[src/rtl/wfg_core_gen2_pkg.sv]
// -----------------------------------------------------------------------------
// wfg_core_gen2_pkg : shared types and defaults for the waveform timing core
// Rev 1.0
// -----------------------------------------------------------------------------
`default_nettype none

package wfg_core_gen2_pkg;

   localparam int DEF_SUBCYC_W = 16;
   localparam int DEF_CNT_W    = 8;
   localparam int DEF_SYNC_CH  = 4;

   typedef enum logic {
      ST_IDLE = 1'b0,
      ST_RUN  = 1'b1
   } state_e;

   typedef enum logic {
      MODE_CONT    = 1'b0,
      MODE_ONESHOT = 1'b1
   } mode_e;

endpackage

`default_nettype wire

[src/rtl/wfg_core_gen2_div.sv]
// -----------------------------------------------------------------------------
// wfg_core_gen2_div : subcycle prescaler, ticks when the count reaches div_i
// Rev 1.0
// -----------------------------------------------------------------------------
`default_nettype none

module wfg_core_gen2_div #(
   parameter int SUBCYC_W = 16
) (
   input  logic                clk,
   input  logic                rst_n,
   input  logic                clr_i,
   input  logic                en_i,
   input  logic [SUBCYC_W-1:0] div_i,
   output logic                tick_o
);

   logic [SUBCYC_W-1:0] presc_q;
   logic [SUBCYC_W-1:0] presc_d;

   always_comb begin
      tick_o  = en_i && !clr_i && (presc_q == div_i);
      presc_d = presc_q;
      if (clr_i) begin
         presc_d = '0;
      end else if (en_i) begin
         // reload on the tick so the count never exceeds the compare value
         presc_d = tick_o ? '0 : presc_q + 1'b1;
      end
   end

   always_ff @(posedge clk or negedge rst_n) begin
      if (!rst_n) begin
         presc_q <= '0;
      end else begin
         presc_q <= presc_d;
      end
   end

endmodule

`default_nettype wire

[src/rtl/wfg_core_gen2.sv]
// -----------------------------------------------------------------------------
// wfg_core_gen2 : waveform generator timing core (subcycle, sync, phase pulses)
// Rev 1.0
// -----------------------------------------------------------------------------
`default_nettype none

module wfg_core_gen2
   import wfg_core_gen2_pkg::*;
#(
   parameter int SUBCYC_W = DEF_SUBCYC_W,
   parameter int CNT_W    = DEF_CNT_W,
   parameter int SYNC_CH  = DEF_SYNC_CH
) (
   input  logic                     clk,
   input  logic                     rst_n,
   input  logic                     en_i,
   input  logic                     mode_i,
   input  logic [SUBCYC_W-1:0]      subcycle_div_i,
   input  logic [CNT_W-1:0]         sync_cnt_i,
   input  logic [CNT_W-1:0]         burst_len_i,
   input  logic [SYNC_CH*CNT_W-1:0] phase_i,
   output logic                     wfg_core_sync_o,
   output logic                     wfg_core_subcycle_o,
   output logic                     wfg_core_start_o,
   output logic [CNT_W-1:0]         wfg_core_subcycle_cnt_o,
   output logic [SYNC_CH-1:0]       wfg_core_sync_ch_o,
   output logic                     active_o,
   output logic                     done_o
);

   state_e                   state_q,     state_d;
   logic                     en_prev_q,   en_prev_d;
   mode_e                    mode_q,      mode_d;
   logic [SUBCYC_W-1:0]      div_q,       div_d;
   logic [CNT_W-1:0]         cnt_q,       cnt_d;
   logic [CNT_W-1:0]         burst_q,     burst_d;
   logic [SYNC_CH*CNT_W-1:0] phase_q,     phase_d;
   logic [CNT_W-1:0]         subcnt_q,    subcnt_d;
   logic [CNT_W-1:0]         burst_cnt_q, burst_cnt_d;
   logic                     sync_q,      sync_d;
   logic                     sub_q,       sub_d;
   logic                     start_q,     start_d;
   logic                     active_q,    active_d;
   logic                     done_q,      done_d;
   logic [SYNC_CH-1:0]       ch_q,        ch_d;

   logic                     w_run;
   logic                     w_tick;
   logic                     w_wrap;
   logic [CNT_W-1:0]         w_subcnt_nxt;
   logic [CNT_W-1:0]         w_burst_nxt;
   logic [CNT_W-1:0]         w_burst_eff;
   logic [SYNC_CH-1:0]       w_ch_hit;

   assign w_run = (state_q == ST_RUN);

   wfg_core_gen2_div #(
      .SUBCYC_W (SUBCYC_W)
   ) u_div (
      .clk    (clk),
      .rst_n  (rst_n),
      .clr_i  (!en_i),
      .en_i   (w_run),
      .div_i  (div_q),
      .tick_o (w_tick)
   );

   assign w_wrap       = (subcnt_q == cnt_q);
   assign w_subcnt_nxt = w_wrap ? '0 : subcnt_q + 1'b1;
   assign w_burst_nxt  = burst_cnt_q + 1'b1;
   // a burst length of zero still runs one sync period
   assign w_burst_eff  = (burst_q == '0) ? {{(CNT_W-1){1'b0}}, 1'b1} : burst_q;

   generate
      for (genvar k = 0; k < SYNC_CH; k++) begin : g_ch
         assign w_ch_hit[k] = (w_subcnt_nxt == phase_q[k*CNT_W +: CNT_W]);
      end
   endgenerate

   always_comb begin
      state_d     = state_q;
      en_prev_d   = en_i;
      mode_d      = mode_q;
      div_d       = div_q;
      cnt_d       = cnt_q;
      burst_d     = burst_q;
      phase_d     = phase_q;
      subcnt_d    = subcnt_q;
      burst_cnt_d = burst_cnt_q;
      sync_d      = 1'b0;
      sub_d       = 1'b0;
      start_d     = 1'b0;
      done_d      = 1'b0;
      ch_d        = '0;
      active_d    = 1'b0;

      case (state_q)
         ST_IDLE: begin
            subcnt_d    = '0;
            burst_cnt_d = '0;
            if (en_i && !en_prev_q) begin
               state_d  = ST_RUN;
               start_d  = 1'b1;
               active_d = 1'b1;
               mode_d   = mode_e'(mode_i);
               div_d    = subcycle_div_i;
               cnt_d    = sync_cnt_i;
               burst_d  = burst_len_i;
               phase_d  = phase_i;
            end
         end

         ST_RUN: begin
            if (!en_i) begin
               state_d     = ST_IDLE;
               subcnt_d    = '0;
               burst_cnt_d = '0;
            end else begin
               active_d = 1'b1;
               if (w_tick) begin
                  sub_d    = 1'b1;
                  subcnt_d = w_subcnt_nxt;
                  ch_d     = w_ch_hit;
                  if (w_wrap) begin
                     sync_d = 1'b1;
                     if (mode_q == MODE_ONESHOT) begin
                        burst_cnt_d = w_burst_nxt;
                        // active stays high for this cycle; IDLE shows next cycle
                        if (w_burst_nxt == w_burst_eff) begin
                           done_d      = 1'b1;
                           state_d     = ST_IDLE;
                           burst_cnt_d = '0;
                        end
                     end else begin
                        div_d   = subcycle_div_i;
                        cnt_d   = sync_cnt_i;
                        burst_d = burst_len_i;
                        phase_d = phase_i;
                     end
                  end
               end
            end
         end

         default: begin
            state_d = ST_IDLE;
         end
      endcase
   end

   always_ff @(posedge clk or negedge rst_n) begin
      if (!rst_n) begin
         state_q     <= ST_IDLE;
         en_prev_q   <= 1'b1;
         mode_q      <= MODE_CONT;
         div_q       <= '0;
         cnt_q       <= '0;
         burst_q     <= '0;
         phase_q     <= '0;
         subcnt_q    <= '0;
         burst_cnt_q <= '0;
         sync_q      <= 1'b0;
         sub_q       <= 1'b0;
         start_q     <= 1'b0;
         active_q    <= 1'b0;
         done_q      <= 1'b0;
         ch_q        <= '0;
      end else begin
         state_q     <= state_d;
         en_prev_q   <= en_prev_d;
         mode_q      <= mode_d;
         div_q       <= div_d;
         cnt_q       <= cnt_d;
         burst_q     <= burst_d;
         phase_q     <= phase_d;
         subcnt_q    <= subcnt_d;
         burst_cnt_q <= burst_cnt_d;
         sync_q      <= sync_d;
         sub_q       <= sub_d;
         start_q     <= start_d;
         active_q    <= active_d;
         done_q      <= done_d;
         ch_q        <= ch_d;
      end
   end

   assign wfg_core_sync_o         = sync_q;
   assign wfg_core_subcycle_o     = sub_q;
   assign wfg_core_start_o        = start_q;
   assign wfg_core_subcycle_cnt_o = subcnt_q;
   assign wfg_core_sync_ch_o      = ch_q;
   assign active_o                = active_q;
   assign done_o                  = done_q;

endmodule

`default_nettype wire

[config.mk]
export PLATFORM = sky130hd
export DESIGN_NAME = wfg_core_gen2
export DESIGN_NICKNAME = d
export VERILOG_FILES = /design/src/rtl/wfg_core_gen2_pkg.sv /design/src/rtl/wfg_core_gen2_div.sv /design/src/rtl/wfg_core_gen2.sv
export SDC_FILE = /design/constraint.sdc
export NUM_CORES = 1
export LEC_CHECK = 0
export BUFFER_PORTS_ARGS = -buffer_cell sky130_fd_sc_hd__buf_2
export CORE_AREA = 2 2 139 141
export CTS_BUF_LIST = sky130_fd_sc_hd__clkbuf_4 sky130_fd_sc_hd__clkbuf_8 sky130_fd_sc_hd__clkbuf_16
export DETAILED_ROUTE_END_ITERATION = 8
export DIE_AREA = 0 0 141 143
export SKIP_CTS_REPAIR_TIMING = 1
export SYNTH_ARGS = -nofsm -noshare
export SYNTH_HDL_FRONTEND = slang
export SYNTH_SLANG_ARGS = --single-unit
[constraint.sdc]
create_clock -name clk -period 3.31 [get_ports clk]
set_input_delay 0.662 -clock clk [delete_from_list [all_inputs] [get_ports clk]]
set_output_delay 0.662 -clock clk [all_outputs]
set_load 0.005 [all_outputs]
==> summary.md <==
| Metric | Value |
|---|---|
| Top_reg_cell synth | `sky130_fd_sc_hd__dfrtp_1` |
| Gr ovfl total | `0` |
| CTS buffer count | `9` |
| Maximum clock rate | `366 MHz` |
| Min Clock Period, post-route | `2.73 ns` |
| Number of antenna violations at the first check in global routing | `1` |
| Fill cells | `1,818` |
| Number of distinct library cells after synthesis | `61` |
| TritonCTS clock tree | `done` |
| Clock-pin transition on the worst setup and hold timing paths | `0.07 ns` |
| Final routed wire length divided by cell count | `16.9 um` |
| CP Capture Type | `flop` |
| DR iter-0 viols | `355` |
| Critical-path maximum fanout | `21` |
| Synth top area cells | `sky130_fd_sc_hd__dfrtp_1 44%, sky130_fd_sc_hd__mux2_4 15%, sky130_fd_sc_hd__xnor2_1 7.3%` |
| Fraction of synthesis flops using an asynchronous set or reset pin | `100%` |
| Buffers plus inverters on the worst setup path | `1` |
| Antenna violation net count after detailed routing | `0` |
| Post-synthesis cell count | `534` |
| Yosys top cell area share | `44.5%` |
| Clock tree root driver cell | `sky130_fd_sc_hd__clkbuf_16` |
| Unrepaired setup endpoints after global routing | `false` |
| Setup Skew | `0.00796 ns` |
| Die width | `141 um` |
| Post-synthesis instance area | `0.00602 mm^2` |
| Highest ir drop seen on vdd | `191 uV` |
| Number of cell instances on the worst register-to-register path | `7` |
| DRC | `0` |
| Critical Setup Path Class | `flop to flop` |
| DP Cell Count | `836` |
| Setup TNS | `0 ns` |
| Post-synth net total | `605` |
| Reg-to-reg startpoint | `wfg_core_subcycle_cnt_o[0]` |
| Kind of start point of the critical path | `flop` |
| Slowest cell on crit path | `sky130_fd_sc_hd__dfrtp_1` |
| Final count of hold timing violations | `0` |
| Count of final max-slew check failures | `0` |
| Power per unit of standard cell area | `503 mW/mm^2` |
| Clock latency reported for the late side of the worst-skew pair | `0.35 ns` |
| Placer Congestion | `0.856` |
| Fin crit share | `82.6%` |
| Number of I/O pins | `85` |
| Max clock buf depth | `2` |
| Critical path's top delay family | `simple AND/OR/NAND/NOR gates` |
| Capture point of the worst reg-to-reg path | `burst_cnt_q[7]` |
| Maximum number of pins on one net before global-route repair | `55` |
| Post-synth EDFFs | `0` |
| Iteration count of the initial detailed-routing pass | `4` |
| M1 wire length | `6440 um` |
| Avg Inst Size Synth | `11.3 um^2` |
| Worst Setup SP | `wfg_core_subcycle_cnt_o[0]` |
| Met2 wire length | `6910 um` |
| # setup viols final | `0` |
| Worst EP required | `3.58 ns` |
| Net count, final | `684` |
| H-tree depth | `3` |
| Total number of yosys warnings | `0` |
| Detailed route wirelength on metal3 | `716 um` |
| Finished Cell Area | `0.00697 mm^2` |
| Most common cell in the netlist | `sky130_fd_sc_hd__dfrtp_1` |
| Largest stage delay, worst path | `0.65 ns` |
| Total half-perimeter wirelength after legalization and detailed placement | `10,500 um` |
| First-pass GRT wire length | `23,400 um` |
| Post-DR vias/cell | `5.09` |
| Post-synthesis to final-layout area growth | `15.9%` |
| Placeable core region | `0.0186 mm^2` |
| Routed Wire Length | `14,400 um` |
| Total of flip-flops plus latches after synthesis | `108` |
| Number of antenna repair diodes | `0` |
| Count of clock tree sinks | `108` |
| Part of the Yosys area used for sequential elements | `44.9%` |
| Worst-path cell chain | `xnor2_1 -> nand4_1 -> nor2_1 -> buf_4 -> nand3_1 -> or4_1 -> a31oi_1` |
| Uppermost layer routed | `met5` |
| Vertical die dimension | `143 um` |
| Share of post-route cells with drive strength above 1 | `30.7%` |
| Initial standard-cell utilization of the core | `32.4%` |
| Final Instance Count excl. Fillers | `852` |
| Top cells by count, synth | `107 x sky130_fd_sc_hd__dfrtp_1, 60 x sky130_fd_sc_hd__mux2_4, 50 x sky130_fd_sc_hd__xnor2_1` |
| Run status | `finished clean` |
| Sum of internal, switching and leakage power | `3510 uW` |
| Data arrival, critical path | `3.00 ns` |
| Cell area after placement | `0.00666 mm^2` |
| Number of global-route vias before repair | `4,496` |
| Die Area | `0.0202 mm^2` |
| Max-slew headroom at the worst pin | `44.7%` |
| Buffers on Ports | `84` |
| Cell accounting for the most synthesized area | `sky130_fd_sc_hd__dfrtp_1` |
| Reg-to-reg setup timing slack | `0.58 ns` |
| Post-Route Utilization | `37.5%` |
| Worst Max-Slew Pin Slew | `0.827 ns` |
| Via total after detailed routing | `4,338` |
| Reported leakage power | `0.00306 uW` |
| Max Cap Viol | `0` |
| Classification of the worst-slack hold path | `input port to async pin` |
| Std cell rows | `50` |
| GR Util All Layers | `14.8%` |
-- area by class of cell --
type | instances | area, um^2 | area share (%)
well taps | 234 | 293 | 4.20
multi-input cells | 393 | 3130 | 44.8
clock buffers | 13 | 274 | 3.93
flip-flops and latches | 108 | 2700 | 38.8
repair buffers | 93 | 503 | 7.21
clock inverters | 3 | 43.8 | 0.628
inverters | 8 | 30.0 | 0.431
-- cell families (layout without fill, tap and decap cells) --
kind of cell	Yosys count	in the layout	share of synthesized area, %
flip-flops	108	108	44.9
AO/OA/AOI/OAI	99	99	10.6
multiplexers	68	68	16.4
AND/OR/NAND/NOR	162	162	15.0
buffers and inverters	33	117	3.12
adder cells (fa/ha/maj)	3	3	0.624
XOR/XNOR	61	61	9.32
-- worst max path at each step --
stage	to	slack [ns]	depth (start not counted)
after detailed placement	burst_cnt_q[7]	0.58	7
after floorplan	wfg_core_sync_ch_o[2]	1.15	9
after CTS	burst_cnt_q[7]	0.55	7
final	burst_cnt_q[7]	0.58	7
after global routing	burst_cnt_q[7]	0.34	7
after global placement	burst_cnt_q[7]	0.60	7
-- routing by layer --
metal | vias up | GRT usage, %
met5 | - | 0
met4 | 2 | 5.00
met3 | 20 | 3.66
met2 | 114 | 24.0
met1 | 2116 | 19.4
li1 | 2086 | -
-- sequential cells by signal, summed over array words and instances, names as in the netlist --
| register | flops |
|---|---|
| active_o | 1 |
| burst_cnt_q | 8 |
| burst_q | 8 |
| cnt_q | 8 |
| div_q | 16 |
| done_o | 1 |
| en_prev_q | 1 |
| mode_q | 1 |
| phase_q | 32 |
| state_q | 1 |
| u_div.presc_q | 16 |
| wfg_core_start_o | 1 |
| wfg_core_subcycle_cnt_o | 8 |
| wfg_core_subcycle_o | 1 |
| wfg_core_sync_ch_o | 4 |
| wfg_core_sync_o | 1 |
-- stage by stage --
step                hold slack, ns  setup WS (ns)
detailed placement           0.511          0.584
floorplan                    0.366           1.15
global route                 0.419          0.345
CTS                          0.383          0.553
global placement             0.495          0.603
finish                       0.368          0.575
-- power by group --
| group | switching, uW | total [uW] | internal, uW |
|---|---|---|---|
| logic | 246 | 670 | 423 |
| registers | 206 | 1710 | 1500 |
| clock network | 472 | 1130 | 657 |
-- layout by cell type (no fill, tap or decap), types with 5 or more instances in the layout --
cell type,n
sky130_fd_sc_hd__a21oi_1,10
sky130_fd_sc_hd__a31oi_1,10
sky130_fd_sc_hd__and3_1,6
sky130_fd_sc_hd__buf_2,83
sky130_fd_sc_hd__buf_4,9
sky130_fd_sc_hd__clkbuf_16,9
sky130_fd_sc_hd__dfrtp_1,107
sky130_fd_sc_hd__inv_1,8
sky130_fd_sc_hd__mux2_2,5
sky130_fd_sc_hd__mux2_4,60
sky130_fd_sc_hd__nand2_1,41
sky130_fd_sc_hd__nand2b_1,10
sky130_fd_sc_hd__nand3_1,19
sky130_fd_sc_hd__nand4_1,9
sky130_fd_sc_hd__nor2_1,18
sky130_fd_sc_hd__nor2b_1,9
sky130_fd_sc_hd__nor3_1,13
sky130_fd_sc_hd__o21ai_0,42
sky130_fd_sc_hd__o31ai_1,9
sky130_fd_sc_hd__xnor2_1,50
sky130_fd_sc_hd__xor2_1,9
(Power assumes the default switching activity.)
